$ cat config.mk
export PLATFORM = sky130hd
export DESIGN_NAME = ahblite_slave_mux
export DESIGN_NICKNAME = d
export VERILOG_FILES = /design/src/rtl/ahblite_slave_mux.sv
export SDC_FILE = /design/constraint.sdc
export NUM_CORES = 1
export LEC_CHECK = 0
export CORE_AREA = 2 2 110 112
export DETAILED_ROUTE_END_ITERATION = 10
export DIE_AREA = 0 0 112 114
export PLACE_DENSITY = 0.72
export SLEW_MARGIN = 10
export SYNTH_ARGS = -nofsm -noshare
export SYNTH_HDL_FRONTEND = slang
export SYNTH_SLANG_ARGS = --single-unit
$ cat constraint.sdc
create_clock -name HCLK -period 2.5 [get_ports HCLK]
set_input_delay 0.25 -clock HCLK [delete_from_list [all_inputs] [get_ports HCLK]]
set_output_delay 0.25 -clock HCLK [all_outputs]
set_load 0.005 [all_outputs]
$ cat src/rtl/ahblite_slave_mux.sv
// AHB-Lite slave response mux with built-in default slave for unmapped NONSEQ/SEQ accesses.
// Zero added latency: response path is combinational from the data-phase select; waits follow the selected slave.
module ahblite_slave_mux #(
  parameter bit Port0_en = 1'b1,
  parameter bit Port1_en = 1'b1,
  parameter bit Port2_en = 1'b1,
  parameter bit Port3_en = 1'b1,
  parameter bit Port4_en = 1'b1
) (
  input  logic        HCLK,
  input  logic        HRESET,
  input  logic [1:0]  HTRANS,
  input  logic [31:0] HADDR,
  input  logic        P0_HSEL,
  input  logic        P1_HSEL,
  input  logic        P2_HSEL,
  input  logic        P3_HSEL,
  input  logic        P4_HSEL,
  input  logic        P0_HREADYOUT,
  input  logic        P1_HREADYOUT,
  input  logic        P2_HREADYOUT,
  input  logic        P3_HREADYOUT,
  input  logic        P4_HREADYOUT,
  input  logic        P0_HRESP,
  input  logic        P1_HRESP,
  input  logic        P2_HRESP,
  input  logic        P3_HRESP,
  input  logic        P4_HRESP,
  input  logic [31:0] P0_HRDATA,
  input  logic [31:0] P1_HRDATA,
  input  logic [31:0] P2_HRDATA,
  input  logic [31:0] P3_HRDATA,
  input  logic [31:0] P4_HRDATA,
  output logic        HREADY,
  output logic        HRESP,
  output logic [31:0] HRDATA,
  output logic [7:0]  ERR_CNT,
  output logic [31:0] ERR_ADDR
);

  typedef enum logic [2:0] {
    DSEL_NONE, DSEL_P0, DSEL_P1, DSEL_P2, DSEL_P3, DSEL_P4, DSEL_DEF
  } dsel_e;

  typedef enum logic [1:0] {ST_IDLE, ST_ERR1, ST_ERR2} state_e;

  localparam logic [4:0] PORT_EN = {Port4_en, Port3_en, Port2_en, Port1_en, Port0_en};

  dsel_e      dsel;
  dsel_e      dsel_load;
  state_e     state;
  state_e     state_nxt;
  logic [4:0] sel_vec;
  logic       accept;
  logic       load_def;
  logic       unused_htrans;

  // HTRANS[0] only distinguishes SEQ from NONSEQ / BUSY from IDLE, which this block treats alike.
  assign unused_htrans = HTRANS[0];

  assign sel_vec  = {P4_HSEL, P3_HSEL, P2_HSEL, P1_HSEL, P0_HSEL} & PORT_EN;
  assign accept   = HREADY & HTRANS[1];
  assign load_def = (dsel_load == DSEL_DEF);

  always_comb begin
    dsel_load = DSEL_NONE;
    if (sel_vec[0])      dsel_load = DSEL_P0;
    else if (sel_vec[1]) dsel_load = DSEL_P1;
    else if (sel_vec[2]) dsel_load = DSEL_P2;
    else if (sel_vec[3]) dsel_load = DSEL_P3;
    else if (sel_vec[4]) dsel_load = DSEL_P4;
    else if (accept)     dsel_load = DSEL_DEF;
  end

  always_ff @(posedge HCLK or posedge HRESET) begin
    if (HRESET) begin
      dsel <= DSEL_NONE;
    end else if (HREADY) begin
      dsel <= dsel_load;
    end
  end

  always_ff @(posedge HCLK or posedge HRESET) begin
    if (HRESET) begin
      state <= ST_IDLE;
    end else begin
      state <= state_nxt;
    end
  end

  // load_def already implies HREADY=1, so the default slave only starts on an accepted transfer.
  always_comb begin
    state_nxt = state;
    case (state)
      ST_IDLE: if (load_def) state_nxt = ST_ERR1;
      ST_ERR1: state_nxt = ST_ERR2;
      ST_ERR2: state_nxt = load_def ? ST_ERR1 : ST_IDLE;
      default: state_nxt = ST_IDLE;
    endcase
  end

  always_ff @(posedge HCLK or posedge HRESET) begin
    if (HRESET) begin
      ERR_CNT <= 8'h00;
    end else if ((state == ST_ERR1) && (ERR_CNT != 8'hFF)) begin
      ERR_CNT <= ERR_CNT + 8'h01;
    end
  end

  always_ff @(posedge HCLK or posedge HRESET) begin
    if (HRESET) begin
      ERR_ADDR <= 32'h0;
    end else if (load_def) begin
      ERR_ADDR <= HADDR;
    end
  end

  always_comb begin
    HREADY = 1'b1;
    HRESP  = 1'b0;
    HRDATA = 32'h0;
    case (dsel)
      DSEL_P0: begin HREADY = P0_HREADYOUT; HRESP = P0_HRESP; HRDATA = P0_HRDATA; end
      DSEL_P1: begin HREADY = P1_HREADYOUT; HRESP = P1_HRESP; HRDATA = P1_HRDATA; end
      DSEL_P2: begin HREADY = P2_HREADYOUT; HRESP = P2_HRESP; HRDATA = P2_HRDATA; end
      DSEL_P3: begin HREADY = P3_HREADYOUT; HRESP = P3_HRESP; HRDATA = P3_HRDATA; end
      DSEL_P4: begin HREADY = P4_HREADYOUT; HRESP = P4_HRESP; HRDATA = P4_HRDATA; end
      DSEL_DEF: begin
        HREADY = (state == ST_ERR2);
        HRESP  = 1'b1;
      end
      default: begin
        HREADY = 1'b1;
        HRESP  = 1'b0;
      end
    endcase
  end

endmodule

==> results.toml, run 1 <==
[clock_tree]
cts-root-buf = "clkbuf_16"
cts_buffers = 5
path_clk_slew_ps = 60
cts_hold_buf = 0
cts_buffer_depth = 2
cts_tree = "yes"
clock-sinks = 45
clk_latency_ps = 280
cts_max_level = 2

[timing]
final_max_slew_viol_count = 0
final.setup.worst_slack_ps = 111
fin_skew_ps = 1.86
hold_viol_final = 0
period_minus_slack_ps = 2390
finalSetupViolations = 0
setup_tns_ps = 0
fin_crit_sh_pct = 95.5
relSlewSlack_pct = 72.5
worst_slew_pin_slew_ps = 413
max_freq_mhz = 419
rsz0062_at_grt = "false"

[synth]
syn-cell-area_mm2 = 0.00310
synth_seq_cells = 45
syn-num-nets = 508
ys_types = 35
yosys_warnings = 0
async_reset_ff_share_pct = 100
synth_edf_count = 0
synth_top_cell_by_area = "dfrtp_1"
avgSynthCellArea_um2 = 10.5
synthCells = 296
yosysTopAreaCellShare_pct = 36.3
synth_flop_cell = "dfrtp_1"
synthTopCellsByArea = "dfrtp_1, mux2_4, mux2i_1, a221o_1, o21ai_0"
synth_seq_area_share_pct = 36.3

[detailed_routing]
drt-met1-wl_mm = 4.64
routedWlPerCell_um = 17.7
routed_wl_mm = 12.7
wl_met2_mm = 6.42
drtPass1Iterations = 5
ant_nets = 0
drt_iter0_markers = 222
viasPerCell = 4.81
wl_met3_mm = 1.34
remaining_drc_errors = 0
highest_layer = "met4"
vias = 3457

[placed_design]
placed_cell_area_mm2 = 0.00611
dpl.hpwl_mm = 10.4
dp_slack_ps = 312
gp_congestion = 0.871
port_buffers = 283

[grt]
grt_use_total_pct = 18.8
antenna_found_initial = 0
grt_pass1_wl_mm = 19.2
grt_overflow = 0
grt_pass1_vias = 3553
grt_max_degree = 46

[power_and_ir_drop]
power.density_mw_per_mm2 = 893
ir_worst_vdd_v = 0.000645
power_leakage_uw = 0.00272

[floorplanning]
fp.dieH_um = 114
die-area_mm2 = 0.0128
core_mm2 = 0.0117
rows = 40
chipWidth_um = 112
start_util_pct = 26.5
io_pins = 285

[cells_and_area]
final_cell_mix = "clkdlybuf4s50_1, dfrtp_1, nand2_1"
antenna_cells = 0
drive_above_1_share_pct = 10.7
stdcell_area_mm2 = 0.00629
nFillCells = 1044
final_common_cell = "clkdlybuf4s50_1"
layout.nets = 783
syn2layout_area_growth_pct = 103

[setup_path]
crit_path_end_kind = "primary output"
critPathKind = "reg -> out"
cp-start-kind = "flip-flop"
crit_fanout = 29
cp.arrival_ps = 2140
cp.required_ps = 2250

[run_status]
status = "completed"

[run]
drv_cap = 0

[min_path]
hold_class = "in -> async"
-- path summary, 6_finish.rpt --
path	start	to	slack (ps)	cells past startpoint
worst max-delay path	dsel[0]	HRDATA[17]	110	5
worst min-delay path	HRESET	ERR_ADDR[1]	340	3
worst max register to register	dsel[0]	ERR_ADDR[31]	490	5
worst min register to register	state[0]	state[0]	460	1
max in group asynchronous	HRESET	dsel[0]	1930	3
min in group HCLK	state[0]	state[0]	460	1
-- synthesized netlist by cell type (2+ instances only) --
cell type and number:
mux2i_1 34, nand2_1 34, xnor2_1 2, and3_1 2, clkbuf_1 14, buf_2 3
buf_12 2, a21oi_1 9, nor2_1 8, a221o_1 31, xor2_1 2, buf_4 2
inv_1 5, mux2_2 7, dfrtp_1 45, nand3_1 6, nand2b_1 3, o31a_1 2
mux2_4 29, o21a_1 3, buf_6 2, a31oi_1 2, a211oi_1 2, o21ai_0 32
nor2b_1 5
-- where the power goes --
group | internal (µW) | total [µW] | switching [µW]
clock | 499 | 758 | 259
combinational | 2370 | 3620 | 1250
sequential | 1030 | 1240 | 209
-- sequential cells by signal, indices dropped and copies added (netlist names) --
| register | flops |
|---|---|
| dsel | 3 |
| ERR_CNT | 8 |
| ERR_ADDR | 32 |
| state | 2 |
-- worst max-delay path, cell delays in order, from the launching register on --
cell and delay (ps):
dfrtp_2 410, buf_12 220, mux2i_2 370, o21ai_0 120, a221o_1 270, clkdlybuf4s50_1 440
-- kinds of logic after synthesis --
kind of cell / share of synthesized area (%)
AO/OA/AOI/OAI: 20.0
XOR/XNOR: 1.13
adder cells (fa/ha/maj): 0.403
buffers and inverters: 5.77
flip-flops: 36.3
multiplexers: 27.5
AND/OR/NAND/NOR: 8.91
-- metal layers --
metal / GRT usage [%] / vias to the layer above
met3: 6.85 / 20
met4: 6.02 / 0
met1: 20.7 / 1596
met5: 0 / -
met2: 33.9 / 188
li1: - / 1653
-- stage by stage --
step	instances	power [µW]	hold WS (ps)	utilization, %
floorplan	296	2810	399	-
global placement	711	4820	442	52.2
detailed placement	711	4880	455	52.2
CTS	719	5680	344	53.7
global route	719	5970	376	53.7
finish	719	5620	336	53.7
-- cell type report --
| class | count | area (µm²) | share of cell area (%) |
|---|---|---|---|
| repair buffers | 292 | 2980 | 47.3 |
| multi-input cells | 222 | 1810 | 28.8 |
| clock inverters | 1 | 30.0 | 0.478 |
| inverters | 5 | 18.8 | 0.298 |
| clock buffers | 7 | 143 | 2.27 |
| well taps | 147 | 184 | 2.92 |
| flip-flops and latches | 45 | 1130 | 17.9 |
-- timing repair --
| action | 4_1_cts | 5_1_grt |
|---|---|---|
| hold endpoints to repair | 0 | 0 |
| buffers inserted | 0 | 0 |
| resized for setup | 1 | 2 |
| setup endpoints to repair | 1 | 16 |
| cloned | 0 | 0 |
(Power assumes the default switching activity.)
==> run 2, diff against run 1 <==
--- a/config.mk
+++ b/config.mk
@@ -9,6 +9,8 @@
 export DETAILED_ROUTE_END_ITERATION = 10
 export DIE_AREA = 0 0 112 114
 export PLACE_DENSITY = 0.72
+export REMOVE_ABC_BUFFERS = 1
+export SKIP_CTS_REPAIR_TIMING = 1
 export SLEW_MARGIN = 10
 export SYNTH_ARGS = -nofsm -noshare
 export SYNTH_HDL_FRONTEND = slang
==> run 2 against run 1 <==
Net effect: clock-buffer cell count did not move; sequential power barely moved; routed wire length rose by 0.97%; critical endpoint is now HRDATA[14]; sequential share of layout area rose by 0.14 points; combinational power barely moved; die area did not move; sequential cell count did not move; highest routed layer unchanged; critical path depth did not move.
==> results.toml, run 2 (synthesis results as in run 1) <==
[run_status]
status = "completed"

[floorplanning]
core_mm2 = 0.0117
io_pins = 285
start_util_pct = 26.5
rows = 40
chipWidth_um = 112
die-area_mm2 = 0.0128
fp.dieH_um = 114

[timing]
final.setup.worst_slack_ps = 87.2
relSlewSlack_pct = 74.8
final_max_slew_viol_count = 0
finalSetupViolations = 0
period_minus_slack_ps = 2410
hold_viol_final = 0
rsz0062_at_grt = "false"
timing.hold.ws_ps = 310
fin_crit_sh_pct = 96.5
fin_skew_ps = 2.96
max_freq_mhz = 414
worst_slew_pin_slew_ps = 379

[setup_path]
cp_cell_sequence = "nor2b_1 > nor2b_2 > buf_8 > a221o_1 > clkdlybuf4s50_1"
rrSetupSlack_ps = 370
crit_path_end_kind = "primary output"
cp.arrival_ps = 2160
cp.buffers_inverters = 2
cp-start-kind = "flip-flop"
crit_slowest_cell = "clkdlybuf4s50_1"
cp.required_ps = 2250
cp_top_family = "buffers and inverters"
critPathKind = "reg -> out"
crit_path_max_incr_delay_ps = 530
crit_fanout = 31

[grt]
grt_overflow = 0
grt_use_total_pct = 18.8
grt_pass1_vias = 3682
grt_pass1_wl_mm = 19.3
antenna_found_initial = 0
grt_max_degree = 46

[cells_and_area]
antenna_cells = 0
finalNonFillerCells = 718
syn2layout_area_growth_pct = 101
nFillCells = 1054
final_common_cell = "clkdlybuf4s50_1"
top_regs = "ERR_ADDR: 32 flops, ERR_CNT: 8 flops, dsel: 3 flops"
largest-register = "ERR_ADDR"
layout.nets = 783
largest_reg_flops = 32
final_cell_mix = "clkdlybuf4s50_1, dfrtp_1, nand2_1, mux2i_1, o21ai_0"
final_util_pct = 53.3
drive_above_1_share_pct = 9.98

[placed_design]
dp_cells = 711
dp_slack_ps = 240
port_buffers = 283
dpl.hpwl_mm = 10.3
gp_congestion = 0.857

[detailed_routing]
vias = 3480
viasPerCell = 4.85
routedWlPerCell_um = 17.9
routed_wl_mm = 12.9
drtPass1Iterations = 4
ant_nets = 0
remaining_drc_errors = 0
drt_iter0_markers = 216

[clock_tree]
cts_buffers = 5
cts_tree = "yes"
clk_latency_ps = 280
cts_buffer_depth = 2
path_clk_slew_ps = 60
cts-root-buf = "clkbuf_16"
clock-sinks = 45
cts_max_level = 2

[power_and_ir_drop]
power.density_mw_per_mm2 = 883
power_leakage_uw = 0.00271
ir_worst_vdd_v = 0.000612

[run]
drv_cap = 0

[min_path]
hold_class = "in -> async"
==> run 2: power by group <==
part	total (µW)	internal (µW)	switching (µW)
sequential	1260	1030	231
clock	636	392	244
combinational	3610	2350	1260
total	5510	3770	1740
==> run 2: tightest hold or removal path: cells and delay by family <==
| family | cells | cell delay [ps] |
|---|---|---|
| buf+inv | 3 | 710 |
==> run 2: path summary, 6_finish.rpt <==
kind                       startpoint  cells past startpoint            to
min reg2reg                  state[0]                      1      state[0]
max                           dsel[2]                      5    HRDATA[14]
max reg2reg                   dsel[2]                      7  ERR_ADDR[30]
max in group asynchronous      HRESET                      3       dsel[2]
min                            HRESET                      3   ERR_ADDR[6]
min in group HCLK            state[0]                      1      state[0]
==> run 2: layer usage <==
metal,vias up,part of all wire (%),routed length (µm),global-route usage (%)
met3,18,9.5,1230,4.99
met4,0,2.2,284,6.26
li1,1651,-,-,-
met1,1606,39,4970,21.7
met5,-,0,0,0
met2,205,50,6380,34.1
==> run 2: stage by stage <==
stage | TNS, ps | power, µW | area (µm²)
global route | 0 | 5840 | 6240
CTS | -241 | 5550 | 6230
detailed placement | 0 | 4870 | 6080
global placement | 0 | 4810 | 6080
floorplan | -70900 | 2730 | 2940
finish | 0 | 5510 | 6240
==> run 2: area by class of cell <==
type | instances | area [µm²] | area share, %
repair buffers | 292 | 2960 | 47.5
clock buffers | 7 | 143 | 2.29
well taps | 147 | 184 | 2.95
multi-input cells | 222 | 1800 | 28.9
inverters | 5 | 18.8 | 0.301
flip-flops and latches | 45 | 1130 | 18.1
==> run 3, diff against run 2 <==
--- a/config.mk
+++ b/config.mk
@@ -11,7 +11,7 @@
 export PLACE_DENSITY = 0.72
 export REMOVE_ABC_BUFFERS = 1
 export SKIP_CTS_REPAIR_TIMING = 1
-export SLEW_MARGIN = 10
+export SLEW_MARGIN = 5
 export SYNTH_ARGS = -nofsm -noshare
 export SYNTH_HDL_FRONTEND = slang
 export SYNTH_SLANG_ARGS = --single-unit
==> results of run 3 <==
Final layout, timing and power as in run 2 (identical DEF).
==> patch 1, RTL diff (settings of run 3) <==
Encoding of `dsel_e`: now one-hot (7 bits for 7 values).
--- a/src/rtl/ahblite_slave_mux.sv
+++ b/src/rtl/ahblite_slave_mux.sv
@@ -38,8 +38,8 @@
   output logic [31:0] ERR_ADDR
 );
 
-  typedef enum logic [2:0] {
-    DSEL_NONE, DSEL_P0, DSEL_P1, DSEL_P2, DSEL_P3, DSEL_P4, DSEL_DEF
+  typedef enum logic [6:0] {
+    DSEL_NONE = 7'b0000001, DSEL_P0 = 7'b0000010, DSEL_P1 = 7'b0000100, DSEL_P2 = 7'b0001000, DSEL_P3 = 7'b0010000, DSEL_P4 = 7'b0100000, DSEL_DEF = 7'b1000000
   } dsel_e;
 
   typedef enum logic [1:0] {ST_IDLE, ST_ERR1, ST_ERR2} state_e;
Function: no difference found for any inputs over 10 cycles, from zero or initial values and one cycle with HRESET high; not proved beyond that.
==> patch 1 against run 3 <==
The flow now finishes with violations (setup timing); count of clock-buffer cells in the layout down 2; clock skew up 0.0030 ns; sequential cell count up 4; critical path depth up 2; worst setup slack worse by 0.41 ns; first-iteration DRC count up 100%; sequential share of layout area about the same; cell area up 8.7%; wire length up 19%; synthesized area down 5.0%; total power up 7.0%; register-to-register slack worse by 0.44 ns; critical path type unchanged.
==> patch 1: results (changes against run 3) <==
outcome=complete, but fails checks; violated checks=setup timing; drt initial violations=432 (+100%); fraction of area in multi-input gates=25.8% (-3.1 points); Worst Slack Setup Final=-0.318 ns (-0.406 ns); switching power total=1.89 mW (+9.0%); detailed placement HPWL=10700 µm (+3.8%); Slew @ Worst Pin=0.492 ns (+0.114 ns); met1 Use GR=20.7% (-0.94 points); gpl congestion=0.867 (+1.1%); M1 WL=5420 µm (+9.0%); dpl cells=700 (-1.5%); drt pass-1 iters=10 (+6); WL met2=7670 µm (+20%); layout buffering overhead excluding clock cells=50.4% (+2.9 points); kind of cell adding the most delay to the critical path=simple AND/OR/NAND/NOR gates; M3 GR Usage=8.24% (+3.2 points); final hold slack=0.320 ns (+0.00991 ns); Seq/total area=18.1% (about the same); largest fanout on the critical path=16 (-48%); reg2reg setup slack=-0.07 ns (-0.44 ns); Setup TNS=-1.89 ns (-1.89 ns); design area=6780 µm² (+8.7%); pre-CTS setup slack=-0.0185 ns (-0.259 ns); diode count=2 (+2); Post-synth top cells=48 x dfrtp_1, 39 x nand2_1, 34 x a22oi_1, 34 x mux2_1, 33 x a222oi_1; reg2reg start=dsel[6]; Fill cells=959 (-9.0%); R2R Path End=ERR_ADDR[4]; global-route track usage on met2=33.0% (-1.1 points); clock share of power=14.6% (+3.0 points); ranking of synthesized cells by area=dfrtp_1 41%, mux2_1 13%, a222oi_1 11%; Cells after Synth=276 (-6.8%); Clock-cell share=2.80% (+0.52 points); number of global-route vias before repair=3645 (-1.0%); largest net degree at the start of global routing=50 (+8.7%); count of multi-input gates=200 (-9.9%); Setup Viol. Count Final=38 (+38); GRT Total Usage=19.0% (+0.14 points); P_clk=0.859 mW (+35%); utilization after layout=57.9% (+4.6 points); drt wl/cell=20.8 µm (+16%); largest registers=ERR_ADDR: 32 flops, ERR_CNT: 8 flops, dsel: 7 flops; Crit-path slowest cell=or4_4; Arr. time, crit path=2.57 ns (+0.41 ns); met3 wire len=1800 µm (+47%); Cell Count, Final, Fillers Out=737 (+2.6%); Seq/Total Area, Yosys=41.7% (+5.4 points); Synth Register Bits=49 (+8.9%); Cell Area, Placed=6080 µm² (about the same)
-- patch 1: changes by cell type in the layout (fill, tap and decap cells not counted), sizes merged, moves of 4 or more --
cell	run 3	this run
a222oi	0	33
a22oi	1	34
mux2i	34	1
clkdlybuf4s50	283	251
a221o	31	0
buf	9	40
o21ai	32	4
dlymetal6s2s	0	19
clkbuf	7	23
a21oi	9	2
nand2	34	39
nor4	0	4
-- patch 1: kinds of logic (layout without fill, tap and decap cells) --
group                    Yosys count  in the layout  synth area share, %
other                              0              2                    0
flip-flops                        49             49                 41.7
AND/OR/NAND/NOR                   76             76                 14.3
XOR/XNOR                           8              8                 2.38
adder cells (fa/ha/maj)            1              1                0.425
buffers and inverters             27            339                 4.25
AO/OA/AOI/OAI                     77             77                 22.5
multiplexers                      38             38                 14.5
-- patch 1: tightest hold or removal path, cell delays in order --
cell and delay, ns:
clkdlybuf4s50_1 0.41, inv_2 0.07, buf_12 0.25
==> patch 2, RTL diff (settings of run 3) <==
Without the edit above. Set the parameter `Port2_en` to 1'b0 (it was 1'b1).
--- a/src/rtl/ahblite_slave_mux.sv
+++ b/src/rtl/ahblite_slave_mux.sv
@@ -3,7 +3,7 @@
 module ahblite_slave_mux #(
   parameter bit Port0_en = 1'b1,
   parameter bit Port1_en = 1'b1,
-  parameter bit Port2_en = 1'b1,
+  parameter bit Port2_en = 1'b0,
   parameter bit Port3_en = 1'b1,
   parameter bit Port4_en = 1'b1
 ) (
Check against the original RTL: not equivalent (a bounded check fails within 4 cycles, from zero or initial values and one cycle with HRESET high).
==> patch 2 against run 3 <==
Clock skew grew 0.0034 ns; synthesized cell count fell by 11%; count of clock-buffer cells in the layout decreased by 2; wire length is 1.7% higher; cell count fell by 3.3%; sequential cell count did not move; synthesized area decreased by 1.6%; die area unchanged; worst setup slack got worse by 0.021 ns; register-to-register slack worse by 0.10 ns; cell area grew 1.5%; total power grew 5.2%.
==> patch 2: results (changes against run 3) <==
outcome=finished, final reports clean; dpl cells=678 (-4.6%); detailed placement HPWL=10500 µm (+2.5%); Cell Count, Final, Fillers Out=694 (-3.3%); drt initial violations=175 (-19%); Arr. time, crit path=2.18 ns (+0.02 ns); Slew Limit Headroom=64.7% (-10 points); drt wl/cell=18.8 µm (+5.2%); gpl congestion=0.862 (+0.50%); Lkg Pwr=2.66 nW (-1.8%); Seq/Total Area, Yosys=36.9% (+0.58 points); Sw Share=30.8% (-0.72 points); largest net degree at the start of global routing=34 (-26%); first-pass GRT wire length=19300 µm (+0.18%); Max VDD drop=0.714 mV (+17%); utilization after layout=54.1% (+0.79 points); ranking of synthesized cells by area=dfrtp_1 37%, mux2_4 14%, mux2i_1 12%; syn avg cell area=11.6 µm² (+11%); Fill cells=1042 (-1.1%); initial antenna violation count=5 (+5); slowest stage delay, CP=0.57 ns (+0.04 ns); Fin Clk Skew=0.00632 ns (+0.00336 ns); Worst Reg2Reg Path Length in Cells=6 (-1); share of cells above drive strength 1=11.4% (+1.4 points); pre-CTS setup slack=0.217 ns (-0.0231 ns); vias per cell=4.86 (+0.25%)
[patch 2: per-layer routing]
layer  GRT usage (%)  part of all wire, %
met5               0                 0.12
met2            34.7                   51
met1            21.5                   38
met4            7.15                  2.2
met3            6.11                  8.5
[patch 2: path summary, 6_finish.rpt]
check,slack [ns],endpoint
setup / recovery,0.07,HRDATA[24]
min in group HCLK,0.47,state[0]
max in group asynchronous,1.62,dsel[2]
hold reg to reg,0.47,state[0]
setup reg to reg,0.27,ERR_ADDR[16]
hold / removal,0.25,ERR_ADDR[23]
[patch 2: power by group through the flow]
stage	clock, mW	sequential, mW	combinational (mW)
after floorplan	0	1.35	1.43
after global placement	0	1.27	3.57
after detailed placement	0	1.27	3.63
after CTS	0.884	1.28	3.64
after global routing	0.908	1.31	3.89
final	0.867	1.26	3.67
[patch 2: cell type report]
cell class	instances	share of cell area, %
diodes	4	0.158
clock buffers	5	1.98
clock inverters	3	1.09
inverters	4	0.237
multi-input cells	191	28.5
flip-flops and latches	45	17.8
well taps	147	2.90
repair buffers	295	47.3
[patch 2: kinds of logic after synthesis]
family / Yosys count / synth area share, %
AND/OR/NAND/NOR: 33 / 5.53
multiplexers: 71 / 28.3
buffers and inverters: 27 / 4.47
flip-flops: 45 / 36.9
AO/OA/AOI/OAI: 83 / 23.6
adder cells (fa/ha/maj): 1 / 0.410
XOR/XNOR: 3 / 0.860
